File: src/rtl/sort_pkg.sv
// Shared definitions for the odd-even transposition sort slice.
//
// Holds the default batch geometry (shared with the register array so both
// sides agree on N and W) and the sequencer state encoding.
package sort_pkg;

  // Default number of words per sort batch. Must be even and >= 2.
  localparam int unsigned SortN = 8;

  // Default word width in bits.
  localparam int unsigned SortW = 4;

  // Sequencer states:
  //   StLoad   - accepting words from the input stream into the array
  //   StSort   - driving N alternating even/odd compare-swap phases
  //   StUnload - reading the sorted array out on the output stream
  typedef enum logic [1:0] {
    StLoad   = 2'd0,
    StSort   = 2'd1,
    StUnload = 2'd2
  } sort_state_e;

endpackage

File: src/rtl/mod_counter.sv
// Saturating up-counter with explicit clear, used for the write, phase and
// read indices of the sort sequencer.
//
// Parameters:
//   Max    - terminal count; the counter never exceeds this value.
//   Width  - counter width in bits.
//
// Ports:
//   clk    in   clock, rising edge
//   reset  in   synchronous active-low reset, forces cnt to 0
//   clr    in   return cnt to 0 at the next edge (wins over inc)
//   inc    in   advance cnt by one at the next edge
//   cnt    out  current count
//   last   out  cnt == Max
module mod_counter #(
  parameter int unsigned Max   = 7,
  parameter int unsigned Width = (Max > 0) ? $clog2(Max + 1) : 1
) (
  input  logic             clk,
  input  logic             reset,
  input  logic             clr,
  input  logic             inc,
  output logic [Width-1:0] cnt,
  output logic             last
);

  logic [Width-1:0] cnt_q;
  logic [Width-1:0] cnt_d;

  assign last = (cnt_q == Width'(Max));
  assign cnt  = cnt_q;

  // Saturate at Max rather than wrapping; the owner clears explicitly when
  // it leaves the state that uses the counter.
  always_comb begin
    cnt_d = cnt_q;
    if (clr) begin
      cnt_d = '0;
    end else if (inc && !last) begin
      cnt_d = cnt_q + Width'(1);
    end
  end

  always_ff @(posedge clk) begin
    if (!reset) begin
      cnt_q <= '0;
    end else begin
      cnt_q <= cnt_d;
    end
  end

endmodule

File: src/rtl/sort_sequencer.sv
// Control and stream-interface stage for an odd-even transposition register
// array. A batch of N words is accepted over a valid/ready input stream and
// written into the array, the array is then driven through N alternating
// even/odd compare-swap phases, and the sorted words are read back and sent
// out in ascending index order on a valid/ready output stream.
//
// N must be even and at least 2; CW is derived from N and cannot be
// overridden.
//
// Ports:
//   clk        in   clock, all state on the rising edge
//   reset      in   synchronous active-low reset; aborts any batch
//   in_data    in   input word
//   in_valid   in   input word valid
//   in_ready   out  sequencer accepts a word this cycle
//   ld_en      out  array write strobe (combinational with the accept)
//   ld_idx     out  array write index
//   ld_data    out  array write data
//   even       out  even-phase compare-swap enable
//   odd        out  odd-phase compare-swap enable
//   rd_idx     out  array read index
//   rd_data    in   array word at rd_idx, combinational read
//   out_data   out  output word
//   out_valid  out  output word valid
//   out_ready  in   downstream accepts the output word
//   busy       out  high while sorting or unloading
//   done       out  one-cycle pulse after the last output handshake
module sort_sequencer
  import sort_pkg::*;
#(
  parameter  int unsigned N  = SortN,
  parameter  int unsigned W  = SortW,
  localparam int unsigned CW = $clog2(N)
) (
  input  logic          clk,
  input  logic          reset,
  // input stream
  input  logic [W-1:0]  in_data,
  input  logic          in_valid,
  output logic          in_ready,
  // array load port
  output logic          ld_en,
  output logic [CW-1:0] ld_idx,
  output logic [W-1:0]  ld_data,
  // array phase controls
  output logic          even,
  output logic          odd,
  // array read port
  output logic [CW-1:0] rd_idx,
  input  logic [W-1:0]  rd_data,
  // output stream
  output logic [W-1:0]  out_data,
  output logic          out_valid,
  input  logic          out_ready,
  // status
  output logic          busy,
  output logic          done
);

  sort_state_e state_q;

  // Registered status/handshake outputs, updated together with the state.
  logic in_ready_q;
  logic out_valid_q;
  logic even_q;
  logic odd_q;
  logic busy_q;
  logic done_q;

  logic [CW-1:0] wr_cnt;
  logic [CW-1:0] ph_cnt;
  logic [CW-1:0] rd_cnt;
  logic          wr_last;
  logic          ph_last;
  logic          rd_last;

  logic accept;
  logic out_hs;
  logic sorting;

  // ---------------------------------------------------------------------------
  // Handshakes
  // ---------------------------------------------------------------------------

  // Masking with reset keeps a reset cycle from looking like a handshake on
  // either stream, so nothing is written to the array or consumed downstream
  // while the batch is being abandoned.
  assign in_ready  = in_ready_q & reset;
  assign out_valid = out_valid_q & reset;

  assign accept  = (state_q == StLoad) & in_valid & in_ready;
  assign out_hs  = out_valid & out_ready;
  assign sorting = (state_q == StSort);

  // ---------------------------------------------------------------------------
  // Index counters
  // ---------------------------------------------------------------------------

  mod_counter #(
    .Max   (N - 1),
    .Width (CW)
  ) u_wr_cnt (
    .clk   (clk),
    .reset (reset),
    .clr   (accept & wr_last),
    .inc   (accept),
    .cnt   (wr_cnt),
    .last  (wr_last)
  );

  mod_counter #(
    .Max   (N - 1),
    .Width (CW)
  ) u_ph_cnt (
    .clk   (clk),
    .reset (reset),
    .clr   (sorting & ph_last),
    .inc   (sorting),
    .cnt   (ph_cnt),
    .last  (ph_last)
  );

  mod_counter #(
    .Max   (N - 1),
    .Width (CW)
  ) u_rd_cnt (
    .clk   (clk),
    .reset (reset),
    .clr   (out_hs & rd_last),
    .inc   (out_hs),
    .cnt   (rd_cnt),
    .last  (rd_last)
  );

  // ---------------------------------------------------------------------------
  // Array and output-stream datapath
  // ---------------------------------------------------------------------------

  // Idle ports are driven to zero rather than left floating.
  assign ld_en    = accept;
  assign ld_idx   = accept ? wr_cnt : '0;
  assign ld_data  = accept ? in_data : '0;
  assign rd_idx   = (state_q == StUnload) ? rd_cnt : '0;
  assign out_data = out_valid ? rd_data : '0;

  assign even = even_q;
  assign odd  = odd_q;
  assign busy = busy_q;
  assign done = done_q;

  // ---------------------------------------------------------------------------
  // Control FSM
  // ---------------------------------------------------------------------------

  always_ff @(posedge clk) begin
    if (!reset) begin
      state_q     <= StLoad;
      in_ready_q  <= 1'b1;
      out_valid_q <= 1'b0;
      even_q      <= 1'b0;
      odd_q       <= 1'b0;
      busy_q      <= 1'b0;
      done_q      <= 1'b0;
    end else begin
      done_q <= 1'b0;
      unique case (state_q)
        StLoad: begin
          if (accept && wr_last) begin
            state_q    <= StSort;
            in_ready_q <= 1'b0;
            busy_q     <= 1'b1;
            // Phase 0 is an even phase.
            even_q     <= 1'b1;
            odd_q      <= 1'b0;
          end
        end
        StSort: begin
          if (ph_last) begin
            state_q     <= StUnload;
            even_q      <= 1'b0;
            odd_q       <= 1'b0;
            out_valid_q <= 1'b1;
          end else begin
            // Next phase is ph_cnt+1: even when the current phase is odd.
            even_q <= ph_cnt[0];
            odd_q  <= ~ph_cnt[0];
          end
        end
        StUnload: begin
          if (out_hs && rd_last) begin
            state_q     <= StLoad;
            out_valid_q <= 1'b0;
            busy_q      <= 1'b0;
            done_q      <= 1'b1;
            // Ready again in the done cycle so batches can run back to back.
            in_ready_q  <= 1'b1;
          end
        end
        default: begin
          state_q     <= StLoad;
          in_ready_q  <= 1'b1;
          out_valid_q <= 1'b0;
          even_q      <= 1'b0;
          odd_q       <= 1'b0;
          busy_q      <= 1'b0;
        end
      endcase
    end
  end

endmodule

File: config.mk
export PLATFORM = sky130hd
export DESIGN_NAME = sort_sequencer
export DESIGN_NICKNAME = d
export VERILOG_FILES = /design/src/rtl/sort_pkg.sv /design/src/rtl/mod_counter.sv /design/src/rtl/sort_sequencer.sv
export SDC_FILE = /design/constraint.sdc
export NUM_CORES = 1
export LEC_CHECK = 0
export BUFFER_PORTS_ARGS = -buffer_cell sky130_fd_sc_hd__buf_2
export CORE_MARGIN = 3
export CORE_UTILIZATION = 30
export CTS_CLUSTER_SIZE = 28
export DETAILED_ROUTE_END_ITERATION = 10
export PLACE_DENSITY = 0.59
export SLEW_MARGIN = 10
export SYNTH_ARGS = -nofsm -noshare
export SYNTH_HDL_FRONTEND = slang
export SYNTH_SLANG_ARGS = --single-unit
File: constraint.sdc
create_clock -name clk -period 1.4 [get_ports clk]
set_input_delay 0.07 -clock clk [delete_from_list [all_inputs] [get_ports clk]]
set_output_delay 0.07 -clock clk [all_outputs]
set_load 0.005 [all_outputs]
* After elaboration in Yosys (flattened, before gate mapping)
Index checks and enable logic that the tools add are counted.
** Word-level totals
- Bits in registers :: 17
- Bits in latches :: 0
- Memory bits (writable) :: 0
- Memory bits (read-only) :: 0
- Memories kept :: 0
- Output and inout bits :: 21
** Operators by class
- Bitwise operators :: 13
- $lt $le $gt $ge :: 0
- Shifts and indexed selects :: 0
- Reduce and logical (&&, ||, !) cells :: 17
- Div/mod/pow operators :: 0
- Eq/ne operators :: 8
- Muxes and demuxes :: 21
- $add $sub $neg :: 3
- Multipliers :: 0
** Operator list (number)
- one-hot mux 1 bit (3 select lines) :: 5
- adder 3 x 1 -> 3 bit (second input constant) :: 3
- == test 3 bit (second input constant) :: 3
- AND reduction 3 bit :: 3
- bitwise AND 1 bit :: 8
- 2-to-1 mux 1 bit :: 8
- 2-to-1 mux 4 bit :: 2
- 2-to-1 mux 2 bit :: 3
- 2-to-1 mux 3 bit :: 2
- one-hot mux 2 bit (3 select lines) :: 1
- OR reduction 2 bit :: 3
- logical AND 1 bit :: 5
- NOT 1 bit :: 5
- inequality test 2 x 1 -> 1 bit (second input constant) :: 2
- AND reduction 2 bit :: 2
- logical NOT 1 bit :: 3
- == test 2 x 1 -> 1 bit (second input constant) :: 1
- == test 2 bit (second input constant) :: 1
- logical NOT 2 bit :: 1
- inequality test 2 bit (second input constant) :: 1

* Depth between registers and ports, before layout
Gate-level depths: netlist of run 1.
- Word-level depth :: 6
- Gate-level depth with buffers :: 5

* By module
From an unflattened synthesis of run 1, not the netlist that was laid out.
** Unflattened totals
- Cell total of the unflattened synthesis :: 95
- Area total of the unflattened synthesis :: 937.1 um^2
** By module, submodules not included
- sort_sequencer :: cells an instance 56, times used 1, sequential area each 160.2 um^2, area each 501.7 um^2
- mod_counter :: cells an instance 13, times used 3, sequential area each 60.1 um^2, area each 145.1 um^2

* Worst setup path after synthesis of run 1
Ideal clock, no wire load.
- Path kind :: flip-flop to flip-flop
- From :: register u_rd_cnt.cnt_q[0] (netlist: u_rd_cnt.cnt[0])
- To :: register in_ready_q
- Cell stages (with the launch flop) :: 6
- Path slack :: 0.137 ns
- Path buffers :: 0
- Library setup time :: 0.121 ns
- Data arrival time :: 1.143 ns
- Cell sequence :: dfxtp_1 -> ha_1 -> ha_1 -> a31oi_1 -> o21ai_0 -> a2bb2oi_1
** On the way
- Word-level cells in the longest chain between the ends :: 4
** Ends and longest elaborated chain
- start: declaration :: line mod_counter.sv:27 : logic [Width-1:0] cnt_q;
- start signal: assignment :: line mod_counter.sv:48 : cnt_q <= cnt_d;
- == test 3 bit :: line mod_counter.sv:30 : assign last = (cnt_q == Width'(Max));
- logical AND 1 bit :: line sort_sequencer.sv:190 : if (out_hs && rd_last) begin
- inequality test 2 x 1 -> 1 bit (no source line)
- AND reduction 3 bit (no source line)
- end signal: assignment :: line sort_sequencer.sv:170 : in_ready_q <= 1'b0;
- end signal: assignment :: line sort_sequencer.sv:196 : in_ready_q <= 1'b1;
- end signal: assignment :: line sort_sequencer.sv:201 : in_ready_q <= 1'b1;
- end: declaration :: line sort_sequencer.sv:63 : logic in_ready_q;
No other way between the ends.
A chain may end at the register's enable or synchronous reset.

* Worst setup path after layout of run 1
- From :: register state_q[1]
- To :: output ld_data[0]
** On the way
- Word-level cells in the longest chain between the ends :: 4
** Ends and longest elaborated chain
- start: declaration :: line sort_sequencer.sv:60 : sort_state_e state_q;
- start signal: assignment :: line sort_sequencer.sv:157 : state_q <= StLoad;
- start signal: assignment :: line sort_sequencer.sv:169 : state_q <= StSort;
- start signal: assignment :: line sort_sequencer.sv:179 : state_q <= StUnload;
- logical NOT 2 bit :: line sort_sequencer.sv:91 : assign accept = (state_q == StLoad) & in_valid & in_ready;
- bitwise AND 1 bit (2 in series) :: line sort_sequencer.sv:91
- 2-to-1 mux 4 bit :: line sort_sequencer.sv:142 : assign ld_data = accept ? in_data : '0;
- end: declaration :: line sort_sequencer.sv:44 : output logic [W-1:0] ld_data,
No other way between the ends.

==> flow_summary.toml, run 1 <==
[status]
status = "finished, final reports clean"

[timing]
setup_violations = 0
worst_slew_pin_slew_ns = 0.295
period_share = 0.962
final_hold_viol_count = 0
slew_headroom = 0.802
timing.fmax_mhz = 742
rsz0062_at_grt = "true"
drv_slew = 0
fin_ws_ns = 0.0532
finalClockSkew_ns = 0.00126
period_minus_slack_ns = 1.35

[worst_setup_path]
critPathLaunch = "state_q[1]"
end_kind = "output port"
r2r_start = "u_wr_cnt.cnt[0]"
r2r-end = "busy"
crit_slowest_cell = "dfxtp_4"
critPathKind = "reg -> out"
required_ns = 1.33
start_kind = "flip-flop"
crit_path_max_incr_delay_ns = 0.37
rr_worst_depth = 4
worstPathArrival_ns = 1.28
crit_chain = "and4bb_4, and3_4, buf_6"
path_max_fanout = 6
r2r_slack_ns = 0.08

[layout]
fin_cells = 171
final_util = 0.447
regArea_um2 = 347
multiInputGateArea_um2 = 514
drive_above_1_share = 0.362
area_growth_pct = 34.0
nets = 160
antenna_cells = 0
n_fill_cell = 286
finish.instance_area_mm2 = 0.00117

[routing]
final_antenna_net_count = 0
routed_wl_um = 2100
vias_per_cell = 5.05
drtPass1Iterations = 4
drt_iter0_drc = 27
routedWlPerCell_um = 12.3
route.detailed.drc = 0
num_vias = 864

[clocking]
cts_buffers = 3
cts_root_buf = "clkbuf_4"
clk_path_buf_depth = 2
path_clk_slew_ns = 0.09
ctsHoldBuffers = 0
cts_sinks = 17
cts_tree = "done"
htree_levels = 1
clk_latency_ns = 0.28

[yosys]
synth_mux_area_frac = 0.0115
yosysWarnings = 0
synth.most_common_cell = "dfxtp_1"
avgSynthCellArea_um2 = 8.63
synth_ff_type = "dfxtp_1"
synthTopCellsByCount = "17 x dfxtp_1, 11 x and3_1, 11 x nand2_1"
synth_edf_count = 0
syn-num-nets = 119
ys_ff_latch = 17
synth_top_cell_by_area = "dfxtp_1"
ys_async_sr_fraction = 0
synth_top_family_by_area = "simple AND/OR/NAND/NOR gates"
synth_area_leaders = "dfxtp_1 39%, ha_1 8.6%, and3_1 7.9%"
synth-seq-area-share = 0.390
synth_xor_area_frac = 0
syn_inst = 101
synth_fa_ha_area_frac = 0.0861
syn_area_um2 = 872
ys_types = 28
synth_top_area_share = 0.390
synth-compound-area-share = 0.116
synthSimpleGateAreaFrac = 0.344

[power]
power_frac_seq = 0.594
ir_drop_v = 0.000587
p_per_area_mw_per_mm2 = 714
switchingPower_uw = 191
pwr-share-clk = 0.308
p_sw_frac = 0.230
power_uw = 834
total_leakage_power_nw = 0.596
p_comb_frac = 0.098
p_int_uw = 643

[hold_path]
min_to = "done"
hold_path_class = "in -> reg"
worst_hold_startpoint = "out_ready"
whs_path_depth = 2

[global_routing]
grt_max_degree = 16
track_usage = 0.133
grt_pass1_wl_um = 3700
grt_pass1_vias = 849
antenna_found_initial = 0
grt-ovfl-total = 0

[floorplanning]
num_rows = 18
design.die.area_mm2 = 0.00359
fp.coreArea_mm2 = 0.00261
fp.dieH_um = 59.9
initial_utilization = 0.334
io_pins = 33
die_w_um = 59.9

[place]
gp_congestion = 0.750
place_inst = 164
portBuffers = 32
pre_cts_ws_ns = 0.0857
dpl.hpwl_um = 1580
placed_area_mm2 = 0.00108

[flow_run]
maxCapViolations = 0
## critical path, delay by kind of cell, from the launching register on
family | cells | cell delay, ns
buffers and inverters | 1 | 0.08
and+or+nand+nor | 2 | 0.53
DFF | 1 | 0.37
## logic make-up (layout without fill, tap and decap cells)
group / after synthesis / in the layout
simple gates: 51 / 52
compound gates: 17 / 17
flops: 17 / 17
buf+inv: 9 / 48
fa+ha+maj: 6 / 6
mux: 1 / 1
## layout by cell type, fill, tap and decap left out
master	n
and4bb_4	2
nor2_2	1
a2bb2oi_1	2
dfxtp_2	2
inv_1	4
o21ai_1	3
buf_2	30
buf_4	7
and3_4	1
buf_6	2
dfxtp_4	1
nand2_1	11
o32ai_1	1
nand3_1	6
and2_4	1
a31oi_1	1
clkbuf_4	3
nand2b_4	1
ha_1	6
a21oi_1	7
and2b_1	1
clkinv_1	1
clkbuf_1	1
or3_1	1
nand3b_1	1
dfxtp_1	14
o21ai_0	2
nand4b_1	5
a221oi_1	1
and4_1	1
nor2_1	6
and2_1	4
and3_1	10
mux2i_1	1
## routing by layer
layer / wire length (um) / track usage / vias up
met4: 10 / 0.0285 / 0
met3: 133 / 0.0389 / 2
met1: 875 / 0.153 / 396
li1: - / - / 446
met2: 1080 / 0.241 / 20
met5: 0 / 0 / -
## worst max path at each step
| stage | endpoint | slack [ns] | cells after the start |
|---|---|---|---|
| 2_1_floorplan | in_ready_q | 0.14 | 5 |
| 3_3_place_gp | odd | 0.11 | 4 |
| 3_5_place_dp | in_ready_q | 0.09 | 5 |
| 4_1_cts | ld_en | 0.008 | 3 |
| 5_1_grt | u_ph_cnt.cnt[0] | -0.01 | 4 |
| 6_report | ld_data[0] | 0.05 | 3 |
## final cells by class
type	instances	area share
tap	30	0.0321
multi-input combinational	76	0.440
inverter	5	0.0161
clock buffer	4	0.0225
sequential	17	0.297
timing repair buffer	39	0.193
## state kept, by name, indices dropped and copies added (netlist names)
| name | flops |
|---|---|
| u_rd_cnt.cnt | 3 |
| u_wr_cnt.cnt | 3 |
| u_ph_cnt.cnt | 3 |
| out_valid_q | 1 |
| odd | 1 |
| in_ready_q | 1 |
| busy | 1 |
| state_q | 2 |
| even | 1 |
| done | 1 |
## power by group through the flow
| stage | Sequential [mW] | Combinational [mW] | Clock (mW) |
|---|---|---|---|
| 2_1_floorplan | 0.507 | 0.0375 | 0 |
| 3_3_place_gp | 0.508 | 0.0669 | 0 |
| 3_5_place_dp | 0.509 | 0.0710 | 0 |
| 4_1_cts | 0.498 | 0.0745 | 0.276 |
| 5_1_grt | 0.497 | 0.0922 | 0.294 |
| 6_report | 0.495 | 0.0818 | 0.257 |
## timing repair
item	4_1_cts	5_1_grt
resized for setup	2	8
setup buffers	0	2
setup endpoints to repair	9	15
gates cloned	1	0
pin swaps	1	2
## through the flow
stage	hold slack (ns)	setup TNS, ns
after floorplan	0.239	0
after global placement	0.399	0
after detailed placement	0.405	0
after CTS	0.0885	0
after global routing	0.0864	-0.0258
final	0.0982	0
Power figures use the tool's default switching activity.
==> inputs of run 2 (changes only) <==
ABC_AREA = 1   (was default)
TNS_END_PERCENT = 1   (was default)
clock period = 1.59 ns   (was 1.4 ns; I/O delays follow)
==> flow_summary.toml, run 2 <==
[clocking]
path_clk_slew_ns = 0.09
clk_path_buf_depth = 2
ctsHoldBuffers = 0
cts_sinks = 17
clk_latency_ns = 0.29
cts_buffers = 3
post_cts_resized = 0
post-cts-setup-buffers = 0
cts_tree = "done"
cts_root_buf = "clkbuf_4"
htree_levels = 1

[status]
status = "finished, final reports clean"

[timing]
slew_headroom = 0.821
holdWs_ns = 0.0641
finalClockSkew_ns = 0.00266
worst_slew_pin_slew_ns = 0.268
period_minus_slack_ns = 1.42
fin_ws_ns = 0.167
period_share = 0.895
fin_setup_tns_ns = 0
final_hold_viol_count = 0
drv_slew = 0
setup_violations = 0
timing.fmax_mhz = 703
rsz0062_at_grt = "false"

[worst_setup_path]
start_kind = "flip-flop"
path_max_fanout = 8
critical-path-top-delay-family = "simple AND/OR/NAND/NOR gates"
crit_buf_inv = 1
critPathKind = "reg -> out"
worstPathArrival_ns = 1.34
required_ns = 1.51
end_kind = "output port"
cp_num_cells = 4
crit_path_max_incr_delay_ns = 0.38
crit_chain = "nor2_4, nand3_4, nor2_1, buf_2"
crit_slowest_cell = "dfxtp_1"
rr_worst_depth = 7

[yosys]
synth_ff_type = "dfxtp_1"
synth_edf_count = 0
synth_top_area_share = 0.375
synthTopCellsByCount = "23 x inv_1, 21 x nor2_1, 20 x nand2_1"
synth-seq-area-share = 0.375
ys_ff_latch = 17
syn_area_um2 = 908
syn_inst = 122
synth.most_common_cell = "inv_1"
yosysWarnings = 0
avgSynthCellArea_um2 = 7.45
synth_top_cell_by_area = "dfxtp_1"
ys_async_sr_fraction = 0
synth_area_leaders = "dfxtp_1 37%, inv_1 9.5%, nor2_1 8.7%"
syn-num-nets = 140
ys_types = 24

[place]
portBuffers = 32
dpl.hpwl_um = 1540
pre_cts_ws_ns = 0.286
gp_congestion = 0.758

[routing]
routedWlPerCell_um = 9.67
drt_iter0_drc = 48
final_antenna_net_count = 0
routed_wl_um = 1830
num_vias = 849
drtPass1Iterations = 4
vias_per_cell = 4.49
route.detailed.drc = 0

[floorplanning]
die_w_um = 61.0
fp.dieH_um = 61.0
initial_utilization = 0.321
io_pins = 33
num_rows = 19
fp.coreArea_mm2 = 0.00283
design.die.area_mm2 = 0.00372

[global_routing]
met1_usage = 0.131
track_usage = 0.103
grt_pass1_vias = 688
use_met3 = 0.0461
busiest_layer = "met2"
gr-usage-met2 = 0.162
antenna_found_initial = 0
grt_max_degree = 10
grt_pass1_wl_um = 2850
grt-ovfl-total = 0

[layout]
area_growth_pct = 24.8
antenna_cells = 0
layout_common_cells = "32 x buf_2, 23 x inv_1, 21 x nor2_1, 20 x nand2_1, 17 x dfxtp_1"
drive_above_1_share = 0.323
layout_commonest_cell = "buf_2"
nets = 177
final_util = 0.401

[power]
power_uw = 733
ir_drop_v = 0.000424
p_per_area_mw_per_mm2 = 646
total_leakage_power_nw = 0.608

[hold_path]
hold_path_class = "in -> reg"
whs_path_depth = 2

[flow_run]
maxCapViolations = 0
==> run 2: cell types whose count changed after synthesis, moves of 5 or more <==
cell,change
inv_1,+19
nor2_1,+14
and3_1,-11
nand2_1,+9
nand3_1,-5
nand4b_1,-5
==> run 2: worst paths after layout <==
| kind | from | endpoint | slack, ns |
|---|---|---|---|
| setup / recovery | state_q[1] | ld_idx[0] | 0.17 |
| hold / removal | reset | in_ready_q | 0.06 |
| setup reg to reg | u_wr_cnt.cnt[0] | even | 0.28 |
| hold reg to reg | busy | busy | 0.44 |
==> run 2: layer usage <==
metal  vias to the layer above  wire length (um)
met4                         0                 0
met2                        25               871
met3                         0               133
met5                         -                 0
met1                       371               824
li1                        453                 -
==> run 2: final cells by class <==
class | instances | area [um^2]
multi-input combinational | 79 | 464
fill | 296 | 1700
timing repair buffer | 32 | 160
inverter | 26 | 104
sequential | 17 | 340
tap | 31 | 38.8
clock buffer | 4 | 26.3
==> run 2: cells by family after synthesis <==
group / share of synthesized area
flops: 0.375
xor+xnor: 0.00964
compound gates: 0.114
simple gates: 0.304
fa+ha+maj: 0.0826
buf+inv: 0.114
==> run 2: per-stage QoR <==
| step | instances | area, um^2 |
|---|---|---|
| 2_1_floorplan | 122 | 908 |
| 3_3_place_gp | 185 | 1110 |
| 3_5_place_dp | 185 | 1110 |
| 4_1_cts | 189 | 1130 |
| 5_1_grt | 189 | 1130 |
| 6_report | 189 | 1130 |
==> run 2: report_power, final <==
part	switching [mW]	internal [mW]
logic	0.0400	0.0314
registers	0.00328	0.431
clock network	0.129	0.0975
total	0.172	0.560
==> inputs of run 3 (changes only) <==
CTS_BUF_LIST = sky130_fd_sc_hd__clkbuf_8   (was default)
==> flow_summary.toml, run 3 (synthesis results as in run 2) <==
[clocking]
path_clk_slew_ns = 0.06
htree_levels = 1
clk_latency_ns = 0.25
cts_sinks = 17
ctsHoldBuffers = 0
cts_root_buf = "clkbuf_8"
cts_buffers = 3
cts_tree = "done"
post-cts-setup-buffers = 0
post_cts_resized = 0
clk_path_buf_depth = 2

[routing]
route.detailed.drc = 0
vias_per_cell = 4.53
maxUsedRoutingLayer = "met4"
wl_met3_um = 140
num_vias = 856
drt_iter0_drc = 33
routed_wl_um = 1840
final_antenna_net_count = 0
wl_met2_um = 861
drtPass1Iterations = 4
routedWlPerCell_um = 9.71
routedLengthMet1_um = 804

[worst_setup_path]
required_ns = 1.51
critPathKind = "reg -> out"
crit_buf_inv = 1
start_kind = "flip-flop"
rr_worst_depth = 5
r2r_start = "u_rd_cnt.cnt[0]"
end_kind = "output port"
critical-path-top-delay-family = "simple AND/OR/NAND/NOR gates"
crit_slowest_cell = "dfxtp_1"
crit_chain = "nor2_4, nand3_4, nor2_1, buf_2"
critPathLaunch = "state_q[1]"
cp_num_cells = 4
r2r_slack_ns = 0.28
crit_path_max_incr_delay_ns = 0.37
path_max_fanout = 8
worstPathArrival_ns = 1.30
r2r-end = "u_rd_cnt.cnt[2]"
crit_path_end = "ld_idx[0]"

[power]
ir_drop_v = 0.000418
p_comb_frac = 0.087
switchingPower_uw = 187
power_frac_seq = 0.530
p_sw_frac = 0.228
p_int_uw = 634
power_uw = 821
total_leakage_power_nw = 0.620
pwr-share-clk = 0.384
p_per_area_mw_per_mm2 = 713

[global_routing]
grt_max_degree = 10
grt-ovfl-total = 0
grt_pass1_vias = 686
track_usage = 0.106
antenna_found_initial = 0
grt_pass1_wl_um = 2860

[timing]
worst_slew_pin_slew_ns = 0.254
period_share = 0.868
setup_violations = 0
period_minus_slack_ns = 1.38
rsz0062_at_grt = "false"
finalClockSkew_ns = 0.00131
fin_setup_tns_ns = 0
final_hold_viol_count = 0
fin_ws_ns = 0.209
slew_headroom = 0.831
drv_slew = 0
timing.fmax_mhz = 724

[place]
dpl.hpwl_um = 1540
pre_cts_ws_ns = 0.286
gp_congestion = 0.758
portBuffers = 32

[floorplanning]
fp.coreArea_mm2 = 0.00283
fp.dieH_um = 61.0
num_rows = 19
design.die.area_mm2 = 0.00372
io_pins = 33
initial_utilization = 0.321
die_w_um = 61.0

[layout]
antenna_cells = 0
n_fill_cell = 290
layout_common_cells = "32 x buf_2, 24 x inv_1, 21 x nor2_1, 20 x nand2_1, 17 x dfxtp_1"
regArea_um2 = 340
layout_commonest_cell = "buf_2"
multiInputGateArea_um2 = 464
nets = 177
drive_above_1_share = 0.323
final_util = 0.407
area_growth_pct = 26.9

[hold_path]
hold_path_class = "in -> reg"
worst_hold_startpoint = "reset"

[flow_run]
maxCapViolations = 0

[status]
status = "finished, final reports clean"
## run 3: changes by cell type in the layout (fill, tap and decap cells not counted), sizes merged
cell    change
clkbuf      -1
inv         +1
## run 3: worst min path at each step
| stage | to | cells after the start |
|---|---|---|
| 2_1_floorplan | in_ready_q | 1 |
| 3_3_place_gp | in_ready_q | 2 |
| 3_5_place_dp | in_ready_q | 2 |
| 4_1_cts | in_ready_q | 2 |
| 5_1_grt | in_ready_q | 2 |
| 6_report | in_ready_q | 2 |
## run 3: power by group through the flow
stage,combinational [mW],clock [mW],sequential (mW)
global route,0.0821,0.346,0.436
detailed placement,0.0718,0,0.445
CTS,0.0725,0.327,0.435
finish,0.0711,0.315,0.435
global placement,0.0709,0,0.444
floorplan,0.0399,0,0.444
## run 3: area by class of cell
class | instances | share of cell area
well taps | 31 | 0.0337
inverters | 26 | 0.0901
flip-flops and latches | 17 | 0.295
multi-input cells | 79 | 0.403
clock inverters | 1 | 0.00326
repair buffers | 32 | 0.139
clock buffers | 3 | 0.0358
## run 3: routing by layer
metal	up-vias	GRT usage
li1	452	-
met1	370	0.128
met2	29	0.162
met3	5	0.0461
met4	0	0.0464
met5	-	0
## run 3: stage by stage
stage / cell area [um^2] / hold WS, ns / instances
final: 1150 / 0.100 / 189
after global routing: 1150 / 0.111 / 189
after CTS: 1150 / 0.0933 / 189
after detailed placement: 1110 / 0.361 / 185
after global placement: 1110 / 0.358 / 185
after floorplan: 908 / 0.164 / 122
